--- config.mk ---
export PLATFORM = sky130hd
export DESIGN_NAME = seg_digit_scan_flat
export DESIGN_NICKNAME = d
export VERILOG_FILES = /design/src/rtl/seg_digit_scan_if.sv /design/src/rtl/seg_digit_scan.sv /design/src/flat_wrapper.sv
export SDC_FILE = /design/constraint.sdc
export NUM_CORES = 1
export LEC_CHECK = 0
export CAP_MARGIN = 10
export CORE_MARGIN = 1
export CORE_UTILIZATION = 53
export CTS_CLUSTER_SIZE = 8
export DETAILED_ROUTE_END_ITERATION = 8
export GPL_TIMING_DRIVEN = 1
export PLACE_DENSITY = 0.78
export SYNTH_ARGS = -nofsm -noshare
export SYNTH_HDL_FRONTEND = slang
export SYNTH_SLANG_ARGS = --single-unit
--- constraint.sdc ---
create_clock -name clk -period 2 [get_ports clk]
set_clock_uncertainty 0.2 [all_clocks]
set_input_delay 0.2 -clock clk [delete_from_list [all_inputs] [get_ports clk]]
set_output_delay 0.2 -clock clk [all_outputs]
set_load 0.05 [all_outputs]
--- src/rtl/seg_digit_scan_if.sv ---
// Scan-controller bus: BCD load port plus decoder/digit-drive outputs.
// The master side loads digits and observes the scan outputs.
interface seg_digit_scan_if #(
  parameter int DIGITS = 4
);
  logic [4*DIGITS-1:0] bcd_in;
  logic                load;
  logic [3:0]          data;
  logic [DIGITS-1:0]   digit_sel;
  logic                scan_tick;

  modport master (
    output bcd_in, load,
    input  data, digit_sel, scan_tick
  );

  modport slave (
    input  bcd_in, load,
    output data, digit_sel, scan_tick
  );
endinterface

--- src/rtl/seg_digit_scan.sv ---
// Multiplexed 7-seg scan controller feeding one registered decoder.
// SEG_BLANK_LEADING_EN enables leading-zero digit suppression.
module seg_digit_scan #(
  parameter int DIGITS = 4,
  parameter int DIV    = 50000,
  parameter int IDX_W  = 3
) (
  input  logic             clk,
  input  logic             reset,
  seg_digit_scan_if.slave  bus
);

  localparam int PW = (DIV > 2) ? $clog2(DIV) : 1;

  logic [PW-1:0]       presc;
  logic [IDX_W-1:0]    idx;
  logic [4*DIGITS-1:0] shadow;
  logic [3:0]          data_q;
  logic [DIGITS-1:0]   sel_d;
  logic [DIGITS-1:0]   sel_q;
  logic                tick_q;
  logic                last;
  logic [3:0]          cur;
  logic [DIGITS-1:0]   onehot;

  assign last = (presc == PW'(DIV - 1));

  always_ff @(posedge clk or negedge reset) begin
    if (!reset) begin
      presc  <= '0;
      idx    <= '0;
      tick_q <= 1'b0;
    end else begin
      tick_q <= last;
      if (last) begin
        presc <= '0;
        if (idx == IDX_W'(DIGITS - 1))
          idx <= '0;
        else
          idx <= idx + IDX_W'(1);
      end else begin
        presc <= presc + PW'(1);
      end
    end
  end

  always_ff @(posedge clk or negedge reset) begin
    if (!reset)
      shadow <= '0;
    else if (bus.load)
      shadow <= bus.bcd_in;
  end

  always_comb begin
    cur    = 4'd0;
    onehot = '0;
    for (int k = 0; k < DIGITS; k++) begin
      if (idx == IDX_W'(k)) begin
        cur       = shadow[4*k +: 4];
        onehot[k] = 1'b1;
      end
    end
  end

`ifdef SEG_BLANK_LEADING_EN
  logic [DIGITS-1:0] blank;
  logic [DIGITS-1:0] blank_d;
  logic              zrun;

  // Walk down from the top digit; digit 0 is never blanked
  always_comb begin
    blank = '0;
    zrun  = 1'b1;
    for (int k = DIGITS - 1; k >= 1; k--) begin
      zrun     = zrun & (shadow[4*k +: 4] == 4'd0);
      blank[k] = zrun;
    end
  end

  always_ff @(posedge clk or negedge reset) begin
    if (!reset) begin
      data_q  <= 4'd0;
      sel_d   <= '0;
      blank_d <= '0;
      sel_q   <= '0;
    end else begin
      data_q  <= cur;
      sel_d   <= onehot;
      blank_d <= blank;
      sel_q   <= sel_d & ~blank_d;
    end
  end
`else
  always_ff @(posedge clk or negedge reset) begin
    if (!reset) begin
      data_q <= 4'd0;
      sel_d  <= '0;
      sel_q  <= '0;
    end else begin
      data_q <= cur;
      sel_d  <= onehot;
      sel_q  <= sel_d;
    end
  end
`endif

  assign bus.data      = data_q;
  assign bus.digit_sel = sel_q;
  assign bus.scan_tick = tick_q;

endmodule

--- src/flat_wrapper.sv ---
// flat-port wrapper written by rule: the top's interface ports become plain ports
module seg_digit_scan_flat 
#(
  parameter int DIGITS = 4,
  parameter int DIV    = 50000,
  parameter int IDX_W  = 3
)
  (clk, reset, bus_bcd_in, bus_load, bus_data, bus_digit_sel, bus_scan_tick);
  seg_digit_scan_if #(.DIGITS(DIGITS)) bus_i ();
  input  logic clk;
  input  logic reset;
  input wire logic [$bits(bus_i.bcd_in)-1:0] bus_bcd_in;
  input wire logic [$bits(bus_i.load)-1:0] bus_load;
  output wire logic [$bits(bus_i.data)-1:0] bus_data;
  output wire logic [$bits(bus_i.digit_sel)-1:0] bus_digit_sel;
  output wire logic [$bits(bus_i.scan_tick)-1:0] bus_scan_tick;
  assign bus_i.bcd_in = bus_bcd_in;
  assign bus_i.load = bus_load;
  assign bus_data = bus_i.data;
  assign bus_digit_sel = bus_i.digit_sel;
  assign bus_scan_tick = bus_i.scan_tick;
  seg_digit_scan #(.DIGITS(DIGITS), .DIV(DIV), .IDX_W(IDX_W)) u_core (.clk(clk), .reset(reset), .bus(bus_i));
endmodule
* After elaboration in Yosys (flattened, before gate mapping)
Cells that the tools add are included.
** Word-level totals
- Bits in registers :: 48
- Bits of input ports :: 19
- Output and inout port bits :: 9
- Word-level logic and storage cells :: 24
** Operators by class
- Add/subtract/negate cells :: 2
- Equal/unequal tests :: 4
- Muxes and demuxes :: 10
- Reductions and logical operators :: 1
** Operators by type and width (number)
- adder 16 x 1 -> 16 bit, second input constant :: 1
- == test 16 bit, second input constant :: 1
- two-way mux 16 bit :: 1
- two-way mux 4 bit :: 4
- == test 3 x 2 -> 1 bit, second input constant :: 2
- two-way mux 1 bit :: 4
- adder 3 x 1 -> 3 bit, second input constant :: 1
- == test 3 x 1 -> 1 bit, second input constant :: 1
- logical NOT 3 bit :: 1
- two-way mux 3 bit :: 1

* Longest topological paths before layout
Gate-level depths: netlist (run 1).
- Depth after elaboration :: 5
- Gate-level depth with buffers :: 7
- Depth with buffers taken out :: 6

* Worst setup path after synthesis (run 1)
Ideal clock, no wire load.
- Path type :: register to register
- Start point :: register u_core.presc[0]
- End point :: register u_core.presc[11]
- Library setup time :: 0.065 ns
- Arrival time :: 1.546 ns
- Required time :: 1.735 ns
- Path slack :: 0.189 ns
- Cell stages (with the launch flop) :: 7
- Buffers on the path :: 1
- Cell sequence :: dfrtp_1 > ha_1 > and3_4 > and4_1 > clkbuf_2 > or4_1 > nand2_1
** On the way
- Word-level cells in the longest chain between the ends :: 2
- Elaborated cells on any way between the ends :: 3
- Those cells by class :: add/sub: 1; eq/ne: 1; mux: 1
** RTL lines
- from (decl) :: line seg_digit_scan.sv:15 : logic [PW-1:0] presc;
- from (signal assigned) :: line seg_digit_scan.sv:42 : presc <= presc + PW'(1);
- adder 16 x 1 -> 16 bit or == test 16 bit (tied branches) :: line seg_digit_scan.sv:42, seg_digit_scan.sv:26
- two-way mux 16 bit (*) :: line seg_digit_scan.sv:35 : if (last) begin
Mark *: on every way between the ends. The rest lies on a longest branch, timed or not.
A chain may end at the register's enable or synchronous reset.

* Final worst setup path (run 1)
- Start point :: register u_core.data_q[0] (netlist: u_core.bus.data[0])
- End point :: output bus_data[0]
** RTL lines
- from (decl) :: line seg_digit_scan.sv:18 : logic [3:0] data_q;
- from (signal assigned) :: line seg_digit_scan.sv:100 : data_q <= cur;
- to (decl) :: line flat_wrapper.sv:14 : output wire logic [$bits(bus_i.data)-1:0] bus_data;
No word-level cell between the ends.

==> flow_metrics.py, run 1 <==
metrics = {
    "logic_synthesis": {
        "synth_fp_nets": 185,
        "synth_top_area_cell": "dfrtp_1",
        "ys_seq_elements": 48,
        "ys_types": 30,
        "avgSynthCellArea_sq_um": 12.3,
        "synth_area_leaders": "dfrtp_1, mux2_2, ha_1",
        "syn_inst": 161,
        "ys_seq_area_share_pct": 60.8,
        "synth_top_area_share_pct": 60.8,
        "ys_warn_count": 0,
        "syn_area_sq_mm": 0.00197,
    },
    "sta": {
        "setup_viol": 0,
        "tns_ns": 0,
        "worst_slack_ns": 0.162,
        "finalMaxSlewViolations": 0,
        "post-route-period-util_pct": 91.9,
        "hold_violations": 0,
        "worstMarginPinSlew_ns": 0.530,
        "layout_min_cycle_time_ns": 1.84,
        "fmax_ghz": 0.544,
        "slew_headroom_pct": 64.7,
        "rsz0062_at_grt": "no",
    },
    "drt": {
        "wl_per_cell_microns": 14.4,
        "drt-vias-per-instance": 5.21,
        "postRouteWirelength_mm": 3.48,
        "route.vias.total": 1255,
        "drc": 0,
        "drt-initial-drc-count": 28,
        "first_pass_iters": 4,
        "ant_nets": 0,
    },
    "job": {
        "cap_violations": 0,
    },
    "worst_setup_path": {
        "path_max_fanout": 1,
        "setup.worst_path.end": "bus_data[0]",
        "path_depth": 1,
        "crit_path_max_incr_delay_ns": 0.80,
        "reg2reg_depth": 5,
        "crit_chain": "clkdlybuf4s50_1",
        "worstReg2RegEnd": "u_core.presc[14]",
        "cp.buffers_inverters": 1,
        "critPathSlowestCell": "clkdlybuf4s50_1",
        "end_kind": "output port",
        "cp_top_family": "buffers and inverters",
        "startpoint_type": "flip-flop",
        "arrival_ns": 1.44,
        "cp-startpoint": "u_core.bus.data[0]",
        "reg2reg_slack_ns": 0.17,
        "required_ns": 1.60,
        "r2r-start": "u_core.presc[0]",
        "path_class": "reg -> out",
    },
    "clock_tree": {
        "cts_sinks": 48,
        "cts_hold_buffers": 1,
        "root_buffer": "clkbuf_8",
        "h-tree-depth": 2,
        "cts_buffer_depth": 2,
        "ctsResizeCount": 0,
        "cts_setup_buffers": 0,
        "cts_buffers": 5,
        "clkLatencyLatePin_ns": 0.30,
        "path_clk_slew_ns": 0.08,
        "cts_tree": "done",
    },
    "floorplan": {
        "die_w_microns": 63.0,
        "initial_core_util_pct": 57.4,
        "num_rows": 21,
        "die_y_microns": 63.0,
        "dieArea_sq_mm": 0.00397,
        "pin_count": 28,
        "core_area_sq_mm": 0.00344,
    },
    "global_route": {
        "antenna_found_initial": 0,
        "grt_pass1_wl_mm": 6.11,
        "grt_max_degree": 25,
        "grt_pass1_vias": 1265,
        "grt_overflow": 0,
        "grt.total_usage_pct": 20.4,
    },
    "place": {
        "place.gp.congestion": 0.846,
        "numPortBuffers": 27,
        "dp_hpwl_mm": 2.57,
        "pre_cts_slack_ns": 0.187,
    },
    "run_status": {
        "outcome": "complete, no violations",
    },
    "pwr": {
        "peakVddDrop_v": 0.000529,
        "power.density_mw_per_mm2": 741,
        "p_leak_nw": 1.08,
    },
    "layout": {
        "fillers": 236,
        "drive_gt1_share_pct": 14.4,
        "diodes": 0,
        "area_delta_synth_final_pct": 21.8,
        "final_nets": 218,
    },
    "worst_hold_path": {
        "min_path_cells": 0,
        "min_path_type": "reg -> reg",
    },
}
[placed cells by master (no fill, tap or decap), drive strengths merged, types with 5 or more instances in the layout]
master	count
o21ai	8
inv	10
dfrtp	48
buf	5
nor2b	7
xor2	5
xnor2	6
clkbuf	6
nor2	10
clkdlybuf4s50	26
ha	5
nand2	10
mux2	13
[power by group]
group	switching (mW)	total, mW	internal (mW)
clock network	0.310	0.586	0.276
registers	0.0197	1.03	1.01
logic	0.0839	0.168	0.0842
[cell usage after synthesis]
master,count
o21ai_1,1
nor2b_1,7
nor4b_1,1
a21oi_1,4
mux2_2,13
nand2_1,10
and3_4,1
clkbuf_1,4
or4_1,2
nor4bb_1,2
and4_1,2
inv_1,10
nor3_1,2
a221oi_1,4
ha_1,5
dfrtp_1,48
nand4_2,1
nand3b_1,1
xnor2_1,6
nand4_1,3
a21boi_0,1
nand3_1,3
and3_1,1
nor4_1,1
o21ai_0,7
xor2_1,5
clkbuf_2,1
nor2_1,10
a22o_1,4
buf_2,1
[cells by family after synthesis]
kind of cell             after synthesis  synth area share, %
AO/OA/AOI/OAI                         21                 6.97
XOR/XNOR                              11                 4.88
adder cells (fa/ha/maj)                5                 3.17
buffers and inverters                 16                 3.17
flip-flops                            48                 60.8
multiplexers                          13                 7.41
AND/OR/NAND/NOR                       47                 13.6
[state kept, by name (all words and copies together) (netlist names)]
name	cells
u_core.shadow	16
u_core.bus.scan_tick	1
u_core.sel_d	4
u_core.bus.data	4
u_core.presc	16
u_core.idx	3
u_core.bus.digit_sel	4
[through the flow]
| stage | std cells | instance area [sq um] | util, % | power, mW | hold WS (ns) |
|---|---|---|---|---|---|
| CTS | 241 | 2400 | 69.9 | 1.80 | 0.150 |
| detailed placement | 232 | 2300 | 66.9 | 1.22 | 0.0143 |
| global placement | 232 | 2300 | 66.9 | 1.21 | -0.00111 |
| global route | 241 | 2400 | 69.9 | 1.85 | 0.157 |
| floorplan | 161 | 1970 | - | 1.12 | -0.296 |
| finish | 241 | 2400 | 69.9 | 1.78 | 0.150 |
[how the worst min path moves through the flow]
stage                               start  slack, ns                      end
after floorplan                     reset      -0.30       u_core.bus.data[0]
after global placement              reset     -0.001  u_core.bus.digit_sel[1]
after detailed placement            reset       0.01  u_core.bus.digit_sel[1]
after CTS                 u_core.sel_d[2]       0.15  u_core.bus.digit_sel[2]
after global routing      u_core.sel_d[2]       0.16  u_core.bus.digit_sel[2]
final                     u_core.sel_d[2]       0.15  u_core.bus.digit_sel[2]
[per-layer routing]
metal	track usage, %	wire (microns)
met1	30.1	1710
met2	28.9	1600
met3	4.93	133
met4	7.85	36
met5	0	0
[final cells by class]
| type | count | area [sq um] | share of cell area, % |
|---|---|---|---|
| Clock inverter | 2 | 10.0 | 0.416 |
| Tap cell | 46 | 57.6 | 2.39 |
| Timing Repair Buffer | 32 | 305 | 12.7 |
| Sequential cell | 48 | 1200 | 49.9 |
| Clock buffer | 6 | 82.6 | 3.43 |
| Inverter | 10 | 37.5 | 1.56 |
| Multi-Input combinational cell | 97 | 711 | 29.6 |
No activity file was read; power rests on OpenSTA's default activity.
==> run 2, diff against run 1 <==
--- a/config.mk
+++ b/config.mk
@@ -11,7 +11,7 @@
 export CTS_CLUSTER_SIZE = 8
 export DETAILED_ROUTE_END_ITERATION = 8
 export GPL_TIMING_DRIVEN = 1
-export PLACE_DENSITY = 0.78
+export PLACE_DENSITY_LB_ADDON = 0.05
 export SYNTH_ARGS = -nofsm -noshare
 export SYNTH_HDL_FRONTEND = slang
 export SYNTH_SLANG_ARGS = --single-unit
==> run 2 against run 1 <==
Against the previous run: sequential share of layout area shrank 0.34 points; first-iteration DRC count grew to 3.1 times the previous value; largest power group unchanged; critical path type unchanged; clock power shrank 3%; critical path depth is the same; flip-flop and latch count is the same; sequential power is essentially flat; clock-buffer cell count grew 2.
==> flow_metrics.py, run 2 (synthesis results as in run 1) <==
metrics = {
    "run_status": {
        "outcome": "complete, no violations",
    },
    "floorplan": {
        "pin_count": 28,
        "initial_core_util_pct": 57.4,
        "dieArea_sq_mm": 0.00397,
        "num_rows": 21,
        "core_area_sq_mm": 0.00344,
        "die_y_microns": 63.0,
        "die_w_microns": 63.0,
    },
    "clock_tree": {
        "cts_buffer_depth": 2,
        "cts_buffers": 5,
        "h-tree-depth": 2,
        "cts_setup_buffers": 0,
        "cts_sinks": 48,
        "cts_tree": "done",
        "root_buffer": "clkbuf_8",
        "path_clk_slew_ns": 0.07,
        "clkLatencyLatePin_ns": 0.29,
    },
    "sta": {
        "timing.hold.ws_ns": 0.156,
        "setup_viol": 0,
        "layout_min_cycle_time_ns": 1.83,
        "post-route-period-util_pct": 91.6,
        "tns_ns": 0,
        "fmax_ghz": 0.546,
        "rsz0062_at_grt": "no",
        "hold_violations": 0,
        "finalMaxSlewViolations": 0,
        "worstMarginPinSlew_ns": 0.507,
        "slew_headroom_pct": 66.2,
    },
    "drt": {
        "drt-vias-per-instance": 5.36,
        "ant_nets": 0,
        "first_pass_iters": 4,
        "postRouteWirelength_mm": 3.51,
        "wl_per_cell_microns": 14.5,
        "drt-initial-drc-count": 88,
        "route.vias.total": 1291,
        "drc": 0,
    },
    "worst_setup_path": {
        "crit_path_max_incr_delay_ns": 0.80,
        "crit_chain": "clkdlybuf4s50_1",
        "path_class": "reg -> out",
        "cp.buffers_inverters": 1,
        "path_max_fanout": 1,
        "arrival_ns": 1.43,
        "required_ns": 1.60,
        "end_kind": "output port",
        "critPathSlowestCell": "clkdlybuf4s50_1",
        "cp_top_family": "buffers and inverters",
        "startpoint_type": "flip-flop",
    },
    "layout": {
        "final_cell_mix": "dfrtp_1, clkdlybuf4s50_1, mux2_2",
        "fillers": 258,
        "post-route-cell-area_sq_mm": 0.00242,
        "largestRegisters": "u_core.presc (16), u_core.shadow (16)",
        "final_nets": 218,
        "area_delta_synth_final_pct": 22.6,
        "drive_gt1_share_pct": 13.8,
        "utilization_pct": 70.3,
        "diodes": 0,
        "layout_commonest_cell": "dfrtp_1",
    },
    "global_route": {
        "grt_max_degree": 28,
        "grt_overflow": 0,
        "grt_pass1_wl_mm": 6.20,
        "grt.total_usage_pct": 20.4,
        "antenna_found_initial": 0,
        "grt_pass1_vias": 1305,
    },
    "place": {
        "dpl_cell_area_sq_mm": 0.00231,
        "numPortBuffers": 27,
        "place.gp.congestion": 0.761,
        "dp_hpwl_mm": 2.63,
    },
    "pwr": {
        "peakVddDrop_v": 0.000476,
        "p_leak_nw": 1.08,
        "power.density_mw_per_mm2": 729,
    },
    "worst_hold_path": {
        "min_path_type": "reg -> reg",
    },
    "job": {
        "cap_violations": 0,
    },
}
-- run 2: cell types whose count changed in the layout (fill, tap and decap cells not counted) --
cell,previous run,this run
buf_12,0,1
buf_4,4,3
clkbuf_1,0,2
clkinv_2,2,0
nor4_1,1,0
nor4_2,0,1
-- run 2: final cells by class --
| type | count | area, sq um | area share (%) |
|---|---|---|---|
| Inverter | 10 | 37.5 | 1.55 |
| Multi-Input combinational cell | 97 | 717 | 29.6 |
| Tap cell | 46 | 57.6 | 2.38 |
| Sequential cell | 48 | 1200 | 49.6 |
| Clock buffer | 8 | 90.1 | 3.72 |
| Timing Repair Buffer | 32 | 318 | 13.1 |
-- run 2: routing by layer --
metal | vias to the layer above | wire length (microns) | track usage (%) | part of all wire [%]
met5 | - | 0 | 0 | 0
met4 | 0 | 34 | 5.23 | 0.97
met3 | 6 | 135 | 4.38 | 3.9
met2 | 31 | 1740 | 32.5 | 50
met1 | 637 | 1600 | 28.4 | 46
li1 | 617 | - | - | -
-- run 2: worst paths after layout --
| kind | to | depth (start not counted) | from | slack, ns |
|---|---|---|---|---|
| setup / recovery | bus_digit_sel[3] | 1 | u_core.bus.digit_sel[3] | 0.17 |
| hold reg to reg | u_core.bus.digit_sel[3] | 0 | u_core.sel_d[3] | 0.16 |
| max in group asynchronous | u_core.bus.data[0] | 3 | reset | 0.89 |
| hold / removal | u_core.bus.digit_sel[3] | 0 | u_core.sel_d[3] | 0.16 |
| setup reg to reg | u_core.presc[15] | 4 | u_core.presc[2] | 0.18 |
| min in group asynchronous | u_core.presc[12] | 2 | reset | 0.20 |
-- run 2: what timing repair did --
item / CTS / global route
hold buffers: 1 / 0
resized for setup: 0 / 1
setup endpoints to repair: 0 / 1
hold endpoints to repair: 21 / 0
-- run 2: where the power goes --
group	leakage (nW)	switching, mW	internal (mW)
logic	0.434	0.0818	0.0855
registers	0.602	0.0193	1.01
clock network	0.0455	0.286	0.282
-- run 2: through the flow --
step                std cells  power, mW  setup WS (ns)
floorplan                 161       1.12          0.189
CTS                       241       1.79          0.100
global placement          232       1.21          0.228
finish                    241       1.76          0.169
detailed placement        232       1.22          0.126
global route              241       1.85         0.0136
